**src/rtl/ltch_sched_pkg.sv**
```systemverilog
// Shared types and helpers for the latch write scheduler and its round-robin arbiter.
// Holds the FSM state encoding and the rotating-priority scan function.
package ltch_sched_pkg;

  typedef enum logic [1:0] {
    IDLE  = 2'd0,
    SETUP = 2'd1,
    WRITE = 2'd2,
    HOLD  = 2'd3
  } sched_state_t;

  localparam int RR_MAX = 32;
  localparam int RR_IW  = 5;

  // Returns the first set request index found scanning ptr, ptr+1, ... mod n, or -1 if none.
  // The loop is bounded by RR_MAX so it unrolls to a fixed structure for any n <= RR_MAX.
  function automatic int rr_first(input logic [RR_MAX-1:0] req, input int ptr, input int n);
    int pos;
    int idx;
    pos = -1;
    for (int k = 0; k < RR_MAX; k++) begin
      idx = ptr + k;
      if (idx >= n) idx = idx - n;
      if ((k < n) && (pos < 0) && req[idx[RR_IW-1:0]]) pos = idx;
    end
    return pos;
  endfunction

endpackage

```
**src/rtl/gnrl_rr_arb.sv**
```systemverilog
// Generic rotating-priority arbiter: one-hot grant plus encoded index, starting the scan at i_ptr.
// Purely combinational; the owner keeps and advances the pointer.
module gnrl_rr_arb
  import ltch_sched_pkg::*;
#(
  parameter int NREQ = 4,
  localparam int PW  = (NREQ > 1) ? $clog2(NREQ) : 1
)(
  input  logic [NREQ-1:0] i_req,
  input  logic [PW-1:0]   i_ptr,
  input  logic            i_en,
  output logic [NREQ-1:0] o_gnt,
  output logic [PW-1:0]   o_gnt_idx
);

  int w_pos;

  always_comb begin
    o_gnt     = '0;
    o_gnt_idx = '0;
    w_pos     = rr_first(RR_MAX'(i_req), int'(i_ptr), NREQ);
    if (i_en && (w_pos >= 0)) begin
      o_gnt_idx        = w_pos[PW-1:0];
      o_gnt[o_gnt_idx] = 1'b1;
    end
  end

endmodule

```
**src/rtl/ltch_wr_sched.sv**
```systemverilog
// Round-robin write scheduler for a latch array: stage data, pulse one latch enable, hold data a cycle.
// Sequence per write is IDLE -> SETUP -> WRITE -> HOLD -> IDLE, so the enable never overlaps a data change.
module ltch_wr_sched
  import ltch_sched_pkg::*;
#(
  parameter int NREQ  = 4,
  parameter int DEPTH = 8,
  parameter int DW    = 32,
  localparam int AW   = $clog2(DEPTH),
  localparam int PW   = $clog2(NREQ)
)(
  input  logic                 clk,
  input  logic                 rst_n,
  input  logic [NREQ-1:0]      req_valid,
  output logic [NREQ-1:0]      req_ready,
  input  logic [NREQ*AW-1:0]   req_addr,
  input  logic [NREQ*DW-1:0]   req_wdat,
  output logic [DEPTH-1:0]     ltch_en,
  output logic [DW-1:0]        ltch_wdat,
  output logic                 busy,
  output logic                 wr_done,
  output logic                 wr_err
);

  sched_state_t     r_state;
  sched_state_t     w_nxt_state;
  logic [PW-1:0]    r_rr_ptr;
  logic [PW-1:0]    w_nxt_ptr;
  logic [PW-1:0]    w_gnt_idx;
  logic [NREQ-1:0]  w_gnt;
  logic [AW-1:0]    r_addr;
  logic [AW-1:0]    w_sel_addr;
  logic [DW-1:0]    r_wdat;
  logic [DW-1:0]    w_sel_wdat;
  logic [DEPTH-1:0] r_ltch_en;
  logic [DEPTH-1:0] w_ltch_en_nxt;
  logic             r_wr_done;
  logic             r_wr_err;
  logic             w_arb_en;
  logic             w_accept;
  logic             w_addr_oob;

  // Gating with rst_n keeps req_ready low for the whole time reset is asserted.
  assign w_arb_en = rst_n && (r_state == IDLE);

  gnrl_rr_arb #(
    .NREQ (NREQ)
  ) u_arb (
    .i_req     (req_valid),
    .i_ptr     (r_rr_ptr),
    .i_en      (w_arb_en),
    .o_gnt     (w_gnt),
    .o_gnt_idx (w_gnt_idx)
  );

  assign req_ready = w_gnt;
  assign w_accept  = |(w_gnt & req_valid);
  assign w_nxt_ptr = (w_gnt_idx == PW'(NREQ - 1)) ? '0 : (w_gnt_idx + PW'(1));

  always_comb begin
    w_sel_addr = '0;
    w_sel_wdat = '0;
    for (int i = 0; i < NREQ; i++) begin
      if (w_gnt[i]) begin
        w_sel_addr = req_addr[i*AW +: AW];
        w_sel_wdat = req_wdat[i*DW +: DW];
      end
    end
  end

  // Out-of-range addresses only exist when DEPTH leaves unused codes in AW bits.
  generate
    if ((2 ** AW) == DEPTH) begin : g_oob_none
      assign w_addr_oob = 1'b0;
    end else begin : g_oob_chk
      assign w_addr_oob = (r_addr >= AW'(DEPTH));
    end
  endgenerate

  always_comb begin
    w_nxt_state   = r_state;
    w_ltch_en_nxt = '0;
    case (r_state)
      IDLE: begin
        if (w_accept) w_nxt_state = SETUP;
      end
      SETUP: begin
        if (w_addr_oob) begin
          w_nxt_state = IDLE;
        end else begin
          w_nxt_state = WRITE;
          for (int i = 0; i < DEPTH; i++) w_ltch_en_nxt[i] = (r_addr == AW'(i));
        end
      end
      WRITE:   w_nxt_state = HOLD;
      HOLD:    w_nxt_state = IDLE;
      default: w_nxt_state = IDLE;
    endcase
  end

  always_ff @(posedge clk or negedge rst_n) begin
    if (!rst_n) begin
      r_state  <= IDLE;
      r_rr_ptr <= '0;
    end else begin
      r_state <= w_nxt_state;
      if (w_accept) r_rr_ptr <= w_nxt_ptr;
    end
  end

  // Staged data and address move only on an accept edge, which can only happen in IDLE.
  always_ff @(posedge clk or negedge rst_n) begin
    if (!rst_n) begin
      r_addr <= '0;
      r_wdat <= '0;
    end else if (w_accept) begin
      r_addr <= w_sel_addr;
      r_wdat <= w_sel_wdat;
    end
  end

  always_ff @(posedge clk or negedge rst_n) begin
    if (!rst_n) begin
      r_ltch_en <= '0;
      r_wr_done <= 1'b0;
      r_wr_err  <= 1'b0;
    end else begin
      r_ltch_en <= w_ltch_en_nxt;
      r_wr_done <= (r_state == HOLD);
      r_wr_err  <= (r_state == SETUP) && w_addr_oob;
    end
  end

  assign ltch_en   = r_ltch_en;
  assign ltch_wdat = r_wdat;
  assign busy      = (r_state != IDLE);
  assign wr_done   = r_wr_done;
  assign wr_err    = r_wr_err;

`ifndef SYNTHESIS
  always @(posedge clk) begin
    if (rst_n) begin
      a_ltch_en_onehot: assert ($onehot0(ltch_en))
        else $error("ltch_en not one-hot-or-zero: %b", ltch_en);
      a_ready_onehot: assert ($onehot0(req_ready))
        else $error("req_ready not one-hot-or-zero: %b", req_ready);
      a_valid_known: assert (!$isunknown(req_valid))
        else $fatal(1, "req_valid is unknown while out of reset: %b", req_valid);
    end
  end
`endif

endmodule

```
**config.mk**
```make
export PLATFORM = sky130hd
export DESIGN_NAME = ltch_wr_sched
export DESIGN_NICKNAME = d
export VERILOG_FILES = /design/src/rtl/ltch_sched_pkg.sv /design/src/rtl/gnrl_rr_arb.sv /design/src/rtl/ltch_wr_sched.sv
export SDC_FILE = /design/constraint.sdc
export NUM_CORES = 1
export LEC_CHECK = 0
export ABC_AREA = 1
export CAP_MARGIN = 5
export CORE_AREA = 2 2 94 96
export DETAILED_ROUTE_END_ITERATION = 7
export DIE_AREA = 0 0 96 98
export PLACE_DENSITY = 0.86
export SYNTH_ARGS = -nofsm -noshare
export SYNTH_HDL_FRONTEND = slang
export SYNTH_SLANG_ARGS = --single-unit
```
**constraint.sdc**
```tcl
create_clock -name clk -period 5.5 [get_ports clk]
set_input_delay 1.65 -clock clk [delete_from_list [all_inputs] [get_ports clk]]
set_output_delay 1.65 -clock clk [all_outputs]
set_load 0.02 [all_outputs]
```
==> results.tsv <==
stage	metric	value	unit
synthesis	Synth Register Bits	48	
synthesis	main flop type after synthesis	dfrtp_1	
synthesis	cell taking the most area after synthesis	dfrtp_1	
worst_setup_path	crit path max fanout	4	
route	drt wl/cell	14.9	um
hold_path	Hold Startpoint	ltch_wdat[3]$_DFFE_PN0P_	
timing	Least-Margin Pin Slew	0.600	ns
route	number of vias per cell	5.15	
worst_setup_path	CP Data Required Time	3.85	ns
floorplanning	Die Wd	96	um
clock_tree	htree depth	2	
synthesis	register area share after synthesis	34.2	%
clock_tree	Worst-Skew Late Latency	0.30	ns
timing	Final period util	96.7	%
global_routing	most used routing layer	met2	
clock_tree	Clock Tree Buf Depth	2	
floorplanning	die height	98	um
floorplanning	Core ar.	8470	um2
worst_setup_path	Arrival @ worst endpoint	3.67	ns
worst_setup_path	r2r endpoint	ltch_wdat[0]$_DFFE_PN0P_	
global_routing	antenna violations before repair	0	
route	Vias	4167	
flow_run	maxcap violations	0	
timing	count of final hold-check violations	0	
cells_and_area	ratio of cells with drive above 1 in the final layout	6.70	%
global_routing	met2 Usage GRT	45.6	%
worst_setup_path	setup slack, reg-to-reg	2.20	ns
global_routing	largest net degree at the start of global routing	49	
power	P_leak	2.70	nW
global_routing	met3 Track Usage GR	5.86	%
synthesis	Mapped Area	3510	um2
placement	DP HPWL	8900	um
cells_and_area	final core area utilization	65.9	%
synthesis	Yosys cell types	27	
synthesis	mux share of post-synthesis cell area	0	%
cells_and_area	nets	856	
power	maximum VDD drop	0.431	mV
floorplanning	# rows	34	
timing	Highest Clock Rate	188	MHz
route	Iter 0 DRT Violations	117	
clock_tree	post-CTS setup buffers	0	
synthesis	Area contributors post-synth	dfrtp_1 (34%), nand2_1 (22%), nand3_1 (9.6%)	
clock_tree	# hold bufs at CTS	0	
cells_and_area	n_diodes	0	
timing	unrepaired setup endpoints after global routing	no	
timing	Slew HR	60.0	%
floorplanning	Total Die Area	9410	um2
placement	Final GP Congestion	0.881	
hold_path	Worst Hold End	ltch_wdat[3]$_DFFE_PN0P_	
timing	final worst-path setup slack	0.180	ns
global_routing	number of global-route vias before repair	4118	
synthesis	Mapped Avg Cell Area	6.71	um2
floorplanning	Initial Utilization	41.4	%
placement	DP Worst Slack	-0.0372	ns
placement	Inst Count DP	801	
clock_tree	CTS buffer count	5	
synthesis	Synth Area in Simple Gates	45.7	%
global_routing	GR Overflow Total	0	
worst_setup_path	critical path type	input pin to primary output	
hold_path	Hold Crit Class	flop to flop	
cells_and_area	Finished Layout Cells	809	
synthesis	syn_nets	679	
global_routing	GRT Overall Usage	25.0	%
global_routing	M1 GR Usage	27.7	%
synthesis	top-area cell type share of the netlist area	34.2	%
synthesis	Async SR Flop Fraction	100	%
worst_setup_path	critical path launch point type	input pin	
status	status	completed	
synthesis	Synth Area in XOR/XNOR	0	%
power	P per Cell Area	569	nW/um2
clock_tree	CTS clk-pin slew, worst paths	0.09	ns
synthesis	Mapped Cells	523	
clock_tree	CTS tree	done	
route	Initial DRT Pass Iterations	4	
worst_setup_path	endpoint class of the critical path	primary output	
timing	Fin Clk Skew	0.00602	ns
clock_tree	TritonCTS Sinks	48	
synthesis	yosys synthesis warning count	0	
worst_setup_path	worst r2r src	r_rr_ptr[0]$_DFFE_PN0P_	
cells_and_area	area growth from synthesis to layout	59.1	%
route	overall routed net length	12000	um
route	Routed Antenna Nets	0	
placement	Port-buffer cells	191	
timing	Final Slew Violations	0	
floorplanning	I/O pin cnt	193	
synthesis	area fraction in compound gates after synthesis	5.99	%
cells_and_area	# fillers	725	
synthesis	number of synthesized flops with an enable pin	0	
global_routing	first-pass GRT wire length	18700	um
synthesis	Adder-Cell Fraction of Synth Area	3.57	%
timing	setup violators final	0	
clock_tree	CTS root buf	clkbuf_8	
timing	fin crit period	5.32	ns
worst_setup_path	reg2reg path depth	16	
synthesis	main combinational cell family by area after synthesis	simple AND/OR/NAND/NOR gates	
hold_path	hold depth	2	
power	total power	3.17	mW
route	# DRC	0	
sequential cells by signal, indices dropped and copies added, names as in the netlist:
name	flops
ltch_wdat	32
r_rr_ptr	2
r_addr	3
r_state	2
wr_done	1
ltch_en	8
report_power, final:
| part | internal (mW) | switching, mW | leakage (nW) |
|---|---|---|---|
| registers | 0.512 | 0.102 | 0.607 |
| logic | 0.785 | 1.47 | 2.02 |
| clock network | 0.183 | 0.122 | 0.0687 |
| total | 1.48 | 1.69 | 2.70 |
through the flow:
step,cell area (um2),setup TNS [ns],hold slack [ns]
finish,5580,0,0.483
global route,5580,0,0.495
CTS,5570,0,0.488
detailed placement,5430,-0.0372,0.465
global placement,5430,0,0.461
floorplan,3510,0,0.487
cells in the final DEF (no fill, tap or decap), drive strengths merged, types with 5 or more instances in the layout:
master and n:
inv 32, nand4 38, clkdlybuf4s50 186, nor2 29, dfrtp 48, o21ai 33, nand3 71, nand2 219
clkbuf 5, ha 10, buf 17
worst max-delay path by stage:
stage / slack (ns) / from / depth (start not counted) / to
2_1_floorplan: 0.83 / req_valid[3] / 13 / req_ready[1]
3_3_place_gp: 0.02 / req_valid[1] / 15 / req_ready[0]
3_5_place_dp: -0.04 / req_valid[1] / 15 / req_ready[0]
4_1_cts: 0.004 / req_valid[1] / 13 / req_ready[1]
5_1_grt: 0.06 / req_valid[3] / 15 / req_ready[2]
6_report: 0.18 / req_valid[1] / 15 / req_ready[0]
synthesized netlist by cell type, types with 2 or more instances:
| cell | n |
|---|---|
| o211ai_1 | 2 |
| dfrtp_1 | 48 |
| nand3_1 | 67 |
| buf_2 | 20 |
| inv_1 | 27 |
| clkbuf_1 | 3 |
| inv_2 | 3 |
| ha_1 | 10 |
| buf_4 | 4 |
| nor2_1 | 27 |
| nand4_1 | 38 |
| o21ai_0 | 12 |
| nand2_2 | 8 |
| o21ai_1 | 21 |
| buf_6 | 9 |
| nand2_1 | 210 |
| nand3_2 | 4 |
metal layers:
| layer | routed length [um] | vias up |
|---|---|---|
| met3 | 1040 | 22 |
| li1 | - | 2051 |
| met2 | 6110 | 190 |
| met5 | 0 | - |
| met1 | 4630 | 1904 |
| met4 | 238 | 0 |
area by class of cell:
class                      instances  area, um2  share of cell area, %
inverter                          31        121                   2.17
sequential                        48       1200                   21.5
tap                              108        135                   2.42
clock inverter                     3       68.8                   1.23
multi-input combinational        408       1960                   35.1
clock buffer                       5       68.8                   1.23
timing repair buffer             206       2030                   36.3
critical path: stages:
cell	delay, ns
clkdlybuf4s50_1	0.50
inv_1	0.05
nand2_1	0.12
nand2_1	0.10
and2_1	0.16
nor2_1	0.11
nand2_1	0.06
nand2_1	0.06
nand2_1	0.05
nand2_1	0.09
nand2_2	0.09
nor2_4	0.10
inv_1	0.05
nor2_1	0.13
dlygate4sd2_1	0.35
cells by family (layout without fill, tap and decap cells):
kind of cell | after synthesis | count (layout)
AOI/OAI and AO/OA | 38 | 38
adders and majority gates | 10 | 10
buffers and inverters | 67 | 245
DFF | 48 | 48
other | 1 | 1
and+or+nand+nor | 359 | 359
repair_timing:
action                     in CTS  in global routing
hold endpoints to repair        0                  0
resized for setup               1                  4
setup endpoints to repair       1                  3
No activity file was read; power rests on OpenSTA's default activity.
